### config.mk
export PLATFORM = sky130hd
export DESIGN_NAME = pwl_segment_select
export DESIGN_NICKNAME = d
export VERILOG_FILES = /design/src/rtl/pwl_segment_select.sv
export SDC_FILE = /design/constraint.sdc
export NUM_CORES = 2
export LEC_CHECK = 0
export BUFFER_PORTS_ARGS = -buffer_cell sky130_fd_sc_hd__buf_4
export CORE_AREA = 3 3 286 288
export DETAILED_ROUTE_END_ITERATION = 10
export DIE_AREA = 0 0 289 291
export GPL_ROUTABILITY_DRIVEN = 0
export PLACE_DENSITY = 0.8
export SYNTH_ARGS = -nofsm -noshare
export SYNTH_HDL_FRONTEND = slang
export SYNTH_SLANG_ARGS = --single-unit
### constraint.sdc
create_clock -name clk -period 40.9 [get_ports clk]
set_input_delay 6.135 -clock clk [delete_from_list [all_inputs] [get_ports clk]]
set_output_delay 6.135 -clock clk [all_outputs]
set_load 0.01 [all_outputs]
### src/rtl/pwl_segment_select.sv
// Piecewise-linear coefficient selector: finds the segment of a sign-magnitude
// sample among N runtime-loadable breakpoints and emits that segment's slope/intercept.
module pwl_segment_select #(
    parameter int W  = 16,
    parameter int N  = 16,
    parameter int AW = $clog2(N + 1)
) (
    input  logic          clk,
    input  logic          reset,
    input  logic          in_valid,
    output logic          in_ready,
    input  logic [W-1:0]  in_data,
    output logic          out_valid,
    input  logic          out_ready,
    output logic [W-1:0]  out_m,
    output logic [W-1:0]  out_c,
    output logic [AW-1:0] out_seg,
    input  logic          wr_en,
    input  logic [1:0]    wr_sel,
    input  logic [AW-1:0] wr_addr,
    input  logic [W-1:0]  wr_data,
    output logic          wr_ready
);

    logic [W-1:0]  bp_q [N];
    logic [W-1:0]  bp_d [N];
    logic [W-1:0]  m_q  [N+1];
    logic [W-1:0]  m_d  [N+1];
    logic [W-1:0]  c_q  [N+1];
    logic [W-1:0]  c_d  [N+1];
    logic          s1_valid_q, s1_valid_d;
    logic [N-1:0]  s1_flags_q, s1_flags_d;
    logic          out_valid_q, out_valid_d;
    logic [W-1:0]  out_m_q, out_m_d;
    logic [W-1:0]  out_c_q, out_c_d;
    logic [AW-1:0] out_seg_q, out_seg_d;

    logic          s1_adv_s, s2_adv_s, wr_fire_s;
    logic          wr_bp_s, wr_m_s, wr_c_s, s2_load_s;
    logic [N-1:0]  flags_new_s;
    logic [AW-1:0] seg_s;
    logic [W-1:0]  m_sel_s, c_sel_s;

    // -0 is folded onto +0 so that both compare as the same value.
    function automatic logic lt_sm(input logic [W-1:0] a, input logic [W-1:0] b);
        logic a_neg;
        logic b_neg;
        a_neg = a[W-1] && (a[W-2:0] != '0);
        b_neg = b[W-1] && (b[W-2:0] != '0);
        if (a_neg != b_neg) begin
            return a_neg;
        end else if (!a_neg) begin
            return a[W-2:0] < b[W-2:0];
        end else begin
            return a[W-2:0] > b[W-2:0];
        end
    endfunction

    assign s2_adv_s  = !out_valid_q || out_ready;
    assign s1_adv_s  = !s1_valid_q || s2_adv_s;
    assign wr_ready  = !s1_valid_q && !out_valid_q && !in_valid;
    assign wr_fire_s = wr_en && wr_ready;
    // A write can only fire while in_valid is low, so gating in_ready with it is unnecessary.
    assign in_ready  = s1_adv_s;
    assign out_valid = out_valid_q;
    assign out_m     = out_m_q;
    assign out_c     = out_c_q;
    assign out_seg   = out_seg_q;

    // Table write decode; out-of-range addresses and wr_sel=3 are silently dropped.
    always_comb begin
        wr_bp_s = wr_fire_s && (wr_sel == 2'd0) && (wr_addr <  AW'(N));
        wr_m_s  = wr_fire_s && (wr_sel == 2'd1) && (wr_addr <= AW'(N));
        wr_c_s  = wr_fire_s && (wr_sel == 2'd2) && (wr_addr <= AW'(N));
        for (int j = 0; j < N; j++) begin
            bp_d[j] = (wr_bp_s && (wr_addr == AW'(j))) ? wr_data : bp_q[j];
        end
        for (int j = 0; j <= N; j++) begin
            m_d[j] = (wr_m_s && (wr_addr == AW'(j))) ? wr_data : m_q[j];
            c_d[j] = (wr_c_s && (wr_addr == AW'(j))) ? wr_data : c_q[j];
        end
    end

    // Stage 1: compare the incoming sample against every breakpoint.
    always_comb begin
        for (int j = 0; j < N; j++) begin
            flags_new_s[j] = lt_sm(in_data, bp_q[j]);
        end
        s1_valid_d = s1_adv_s ? in_valid    : s1_valid_q;
        s1_flags_d = s1_adv_s ? flags_new_s : s1_flags_q;
    end

    // Stage 2: lowest set flag wins, then look up the coefficients.
    always_comb begin
        seg_s = AW'(N);
        for (int j = N - 1; j >= 0; j--) begin
            seg_s = s1_flags_q[j] ? AW'(j) : seg_s;
        end
        m_sel_s = '0;
        c_sel_s = '0;
        for (int j = 0; j <= N; j++) begin
            m_sel_s = (seg_s == AW'(j)) ? m_q[j] : m_sel_s;
            c_sel_s = (seg_s == AW'(j)) ? c_q[j] : c_sel_s;
        end
        s2_load_s   = s2_adv_s && s1_valid_q;
        out_valid_d = s2_adv_s  ? s1_valid_q : out_valid_q;
        out_m_d     = s2_load_s ? m_sel_s    : out_m_q;
        out_c_d     = s2_load_s ? c_sel_s    : out_c_q;
        out_seg_d   = s2_load_s ? seg_s      : out_seg_q;
    end

    // State registers; reset also wipes the coefficient tables.
    always_ff @(posedge clk or posedge reset) begin
        if (reset) begin
            for (int j = 0; j < N; j++) begin
                bp_q[j] <= '0;
            end
            for (int j = 0; j <= N; j++) begin
                m_q[j] <= '0;
                c_q[j] <= '0;
            end
            s1_valid_q  <= 1'b0;
            s1_flags_q  <= '0;
            out_valid_q <= 1'b0;
            out_m_q     <= '0;
            out_c_q     <= '0;
            out_seg_q   <= '0;
        end else begin
            bp_q        <= bp_d;
            m_q         <= m_d;
            c_q         <= c_d;
            s1_valid_q  <= s1_valid_d;
            s1_flags_q  <= s1_flags_d;
            out_valid_q <= out_valid_d;
            out_m_q     <= out_m_d;
            out_c_q     <= out_c_d;
            out_seg_q   <= out_seg_d;
        end
    end

endmodule

# [Word level (Yosys, flattened, before mapping)]
# Cells that the tools add are included.
[totals] elab_cells=324 regBits=855 inputBits=44 out_inout_bits=40
[op_classes] n_reduce_logical=102 eq_ne=50 magnitude_cmp=34 mux=82
[op_table] operator="2-to-1 mux 16 bit" count=34
[op_table] operator="nonzero test 15 bit" count=17
[op_table] operator="greater-than comparator 15 bit" count=16
[op_table] operator="less-than comparator 15 bit" count=16
[op_table] operator="== test 5 x 4 -> 1 bit, second input constant" count=16
[op_table] operator="2-to-1 mux 5 bit" count=16
[op_table] operator="logical AND 1 bit" count=77
[op_table] operator="== test 5 x 3 -> 1 bit, second input constant" count=8
[op_table] operator="2-to-1 mux 1 bit" count=32
[op_table] operator="== test 5 x 2 -> 1 bit, second input constant" count=4
[op_table] operator="!= test 1 bit" count=16
[op_table] operator="== test 5 x 1 -> 1 bit, second input constant" count=2
[op_table] operator="== test 5 bit, second input constant" count=2
[op_table] operator="zero test 5 bit" count=2
[op_table] operator="less-or-equal comparator 5 bit, second input constant" count=1
[op_table] operator="less-than comparator 5 bit, second input constant" count=1
[op_table] operator="zero test 1 bit" count=3
[op_table] operator="== test 2 x 1 -> 1 bit, second input constant" count=1
[op_table] operator="== test 2 bit, second input constant" count=1
[op_table] operator="zero test 2 bit" count=1
[op_table] operator="logical OR 1 bit" count=2

# [Depth between registers and ports, before layout]
[depth] ltp_word=34 mapped_depth=12 depth_no_buf=10

# [Worst setup path before layout]
# No wires, ideal clock.
[synth_timing] path_type="in2out" from="in out_ready" to="out in_ready" n_path_buf=1 cell_stages=2 required_time_ns=34.765 setup_slack_ns=28.107 t_arrival_ns=6.658 path_cell_list="nand3b_1 -> clkbuf_1"
[synth_between] elab_chain_cells=2
[synth_rtl] element="start: declaration" line="14" text="input logic out_ready,"
[synth_rtl] element="logical OR 1 bit" line="59" text="assign s2_adv_s = !out_valid_q || out_ready;"
[synth_rtl] element="logical OR 1 bit" line="60" text="assign s1_adv_s = !s1_valid_q || s2_adv_s;"
[synth_rtl] element="end: declaration" line="11" text="output logic in_ready,"
# No other way between the ends.

# [Worst setup path in the final report]
[layout_timing] from="in in_valid" to="out wr_ready"
[layout_between] elab_chain_cells=2
[layout_rtl] element="start: declaration" line="10" text="input logic in_valid,"
[layout_rtl] element="zero test 1 bit" line="61" text="assign wr_ready = !s1_valid_q && !out_valid_q && !in_valid;"
[layout_rtl] element="logical AND 1 bit" line="61"
[layout_rtl] element="end: declaration" line="22" text="output logic wr_ready"
# No other way between the ends.

==> flow_metrics.env <==
export IMPL_status="complete, no violations"
export IMPL_yosysSeqAreaShare_pct=49.26
export IMPL_grt_pass1_wl_mm=195.9
export IMPL_syn_area_sq_um=43430
export IMPL_drive_gt1_share_pct=25.95
export IMPL_crit_path_start_kind="input pin"
export IMPL_pwr_share_comb_pct=6.6
export IMPL_min_period_ns=12.83
export IMPL_ctsRootBufferMaster="clkbuf_16"
export IMPL_clk_latency_ns=0.64
export IMPL_seq_area_sq_um=21400
export IMPL_cts_tree="yes"
export IMPL_nFillCells=6112
export IMPL_vias_per_cell=6.527
export IMPL_hold_violations=0
export IMPL_timing_hold_worst_class="reg2reg"
export IMPL_maxSlewViolCount=0
export IMPL_cts_hold_buffers_added=0
export IMPL_synth_flop_cell="dfrtp_1"
export IMPL_synth_top_cell_area_share_pct=49.26
export IMPL_clock_sinks=855
export IMPL_overflow=0
export IMPL_seqPwrFrac_pct=48.9
export IMPL_synthTopCellsByCount="dfrtp_1 (855), mux2_2 (682), nand2_1 (298)"
export IMPL_synth_fp_nets=4181
export IMPL_cts_buffers=84
export IMPL_final_cell_area_sq_um=47750
export IMPL_htree_levels=3
export IMPL_tightest_slew_ns=1.257
export IMPL_dieArea_sq_um=84100
export IMPL_syn_inst=3897
export IMPL_vias=32730
export IMPL_drt_first_pass_iters=7
export IMPL_clkPwrFrac_pct=44.6
export IMPL_syn2layout_area_growth_pct=9.944
export IMPL_postCtsSetupRepairBufs=0
export IMPL_synth_cell_type_count=86
export IMPL_maxSlewHeadroom_pct=16.21
export IMPL_vdd_drop_max_mv=0.02365
export IMPL_cts_path_max_buffers=3
export IMPL_die_x_um=289
export IMPL_postSynth_asyncResetShare_pct=100.0
export IMPL_cp_arrival_ns=6.69
export IMPL_rsz0062_at_grt="false"
export IMPL_maxCapViolCount=0
export IMPL_yosysMostFrequentCell="dfrtp_1"
export IMPL_worstSetupEndpointType="primary output"
export IMPL_yosysTopAreaCell="dfrtp_1"
export IMPL_grt_max_degree=162
export IMPL_drtAntennaViolNets=0
export IMPL_drt_iter0_markers=3244
export IMPL_routedWlPerCell_um=25.55
export IMPL_p_per_area_nw_per_um2=37.01
export IMPL_skew_ns=0.01325
export IMPL_die_h_um=291
export IMPL_multi_input_area_sq_um=20140
export IMPL_clk_pin_slew_ns=0.06
export IMPL_hpwlAfterDp_mm=76.34
export IMPL_setup_viol=0
export IMPL_grt_total_usage_pct=30.28
export IMPL_max_freq_ghz=0.07795
export IMPL_postSynthAreaPerCell_sq_um=11.15
export IMPL_portBuffers=83
export IMPL_dpl_cell_area_sq_um=44950
export IMPL_synth_area_top_cells="dfrtp_1 (49%), mux2_2 (18%), ha_1 (6.9%)"
export IMPL_drcViolationCount=0
export IMPL_initial_core_util_pct=54.89
export IMPL_yosys_warnings=0
export IMPL_ys_ff_latch=855
export IMPL_grt_pass1_vias=32860
export IMPL_r2r_slack_ns=36.23
export IMPL_ios=84
export IMPL_p_leak_nw=23.12
export IMPL_rows=103
export IMPL_p_int_w=0.001336
export IMPL_p_switching_w=0.0004317
export IMPL_post_route_period_util_pct=31.37
export IMPL_core_area_sq_um=79130
export IMPL_wl_mm=128.1
export IMPL_synth_edf_count=0
export IMPL_design_final_nets=4178
export IMPL_crit_fanout=2
export IMPL_antenna_found_initial=6
export IMPL_postCtsResizedCells=0
export IMPL_crit_required_ns=34.76
export IMPL_swShare_pct=24.42
export IMPL_crit_type="in2out"
export IMPL_setup_tns_ns=0
-- per-stage QoR --
stage	hold WS, ns	std cells	setup slack, ns	power (W)	util (%)
after floorplan	0.4390	3897	10.74	0.0009411	-
after global routing	0.4943	5012	28.09	0.001814	60.34
after detailed placement	0.4552	4858	28.11	0.0009921	56.81
after CTS	0.4737	5007	28.11	0.001769	60.33
after global placement	0.4550	4858	28.12	0.0009892	56.81
final	0.4710	5014	28.07	0.001767	60.35
-- cells in the final DEF (no fill, tap or decap), drive strengths merged, types with 16 or more instances in the layout --
cell type	count
a211oi	16
a21o	36
a21oi	161
a221oi	51
buf	155
clkbuf	127
dfrtp	855
ha	240
inv	247
mux2	682
mux2i	19
nand2	300
nand2b	26
nand3	47
nand4	59
nor2	187
nor2b	34
nor3	46
nor4	72
o211ai	28
o21a	30
o21ai	240
o221ai	17
o22ai	37
-- power by group through the flow --
stage	clock, W	sequential [W]	combinational [W]
2_1_floorplan	0	0.000878	0.0000629
3_3_place_gp	0	0.000879	0.000111
3_5_place_dp	0	0.000879	0.000113
4_1_cts	0.000791	0.000863	0.000114
5_1_grt	0.000825	0.000864	0.000125
6_report	0.000787	0.000864	0.000116
-- final timing paths --
path                                                 from                         to  cells after the start
worst max register to register  s1_flags_q[3]$_DFFE_PP0P_       out_c[9]$_DFFE_PP0P_                      8
min in group asynchronous                           reset      bp_q[210]$_DFFE_PP0P_                      2
worst max-delay path                             in_valid                   wr_ready                      3
worst min-delay path                bp_q[255]$_DFFE_PP0P_  s1_flags_q[0]$_DFFE_PP0P_                      1
max in group asynchronous                           reset       c_q[132]$_DFFE_PP0P_                      7
worst min register to register      bp_q[255]$_DFFE_PP0P_  s1_flags_q[0]$_DFFE_PP0P_                      1
-- critical path, stage by stage --
cell and delay (ns):
buf_4 0.11, nor3_1 0.26, buf_4 0.19
-- flip-flops by register name, summed over array words and instances (netlist names) --
name	flops
c_q	272
m_q	272
bp_q	256
out_c	16
out_m	16
s1_flags_q	16
out_seg	5
out_valid	1
s1_valid_q	1
-- metal layers --
| metal | GRT usage [%] | part of all wire, % | vias to the layer above |
|---|---|---|---|
| li1 | - | - | 14060 |
| met1 | 41.03 | 39 | 16390 |
| met2 | 45.94 | 44 | 1810 |
| met3 | 5.677 | 10 | 471 |
| met4 | 16.89 | 6.2 | 0 |
| met5 | 0 | 0 | - |
-- area by class of cell --
| class | instances | share of cell area [%] |
|---|---|---|
| diodes | 7 | 0.03668 |
| multi-input cells | 2555 | 42.18 |
| well taps | 1050 | 2.751 |
| clock buffers | 127 | 5.287 |
| inverters | 243 | 1.926 |
| repair buffers | 155 | 2.463 |
| flip-flops and latches | 855 | 44.81 |
| clock inverters | 22 | 0.5476 |
-- logic make-up after synthesis --
family | Yosys count | share of synthesized area, %
flip-flops | 855 | 49.26
AND/OR/NAND/NOR | 816 | 9.054
AO/OA/AOI/OAI | 798 | 12.24
multiplexers | 701 | 18.12
buffers and inverters | 487 | 4.410
adder cells (fa/ha/maj) | 240 | 6.914
No activity file was read; power rests on OpenSTA's default activity.
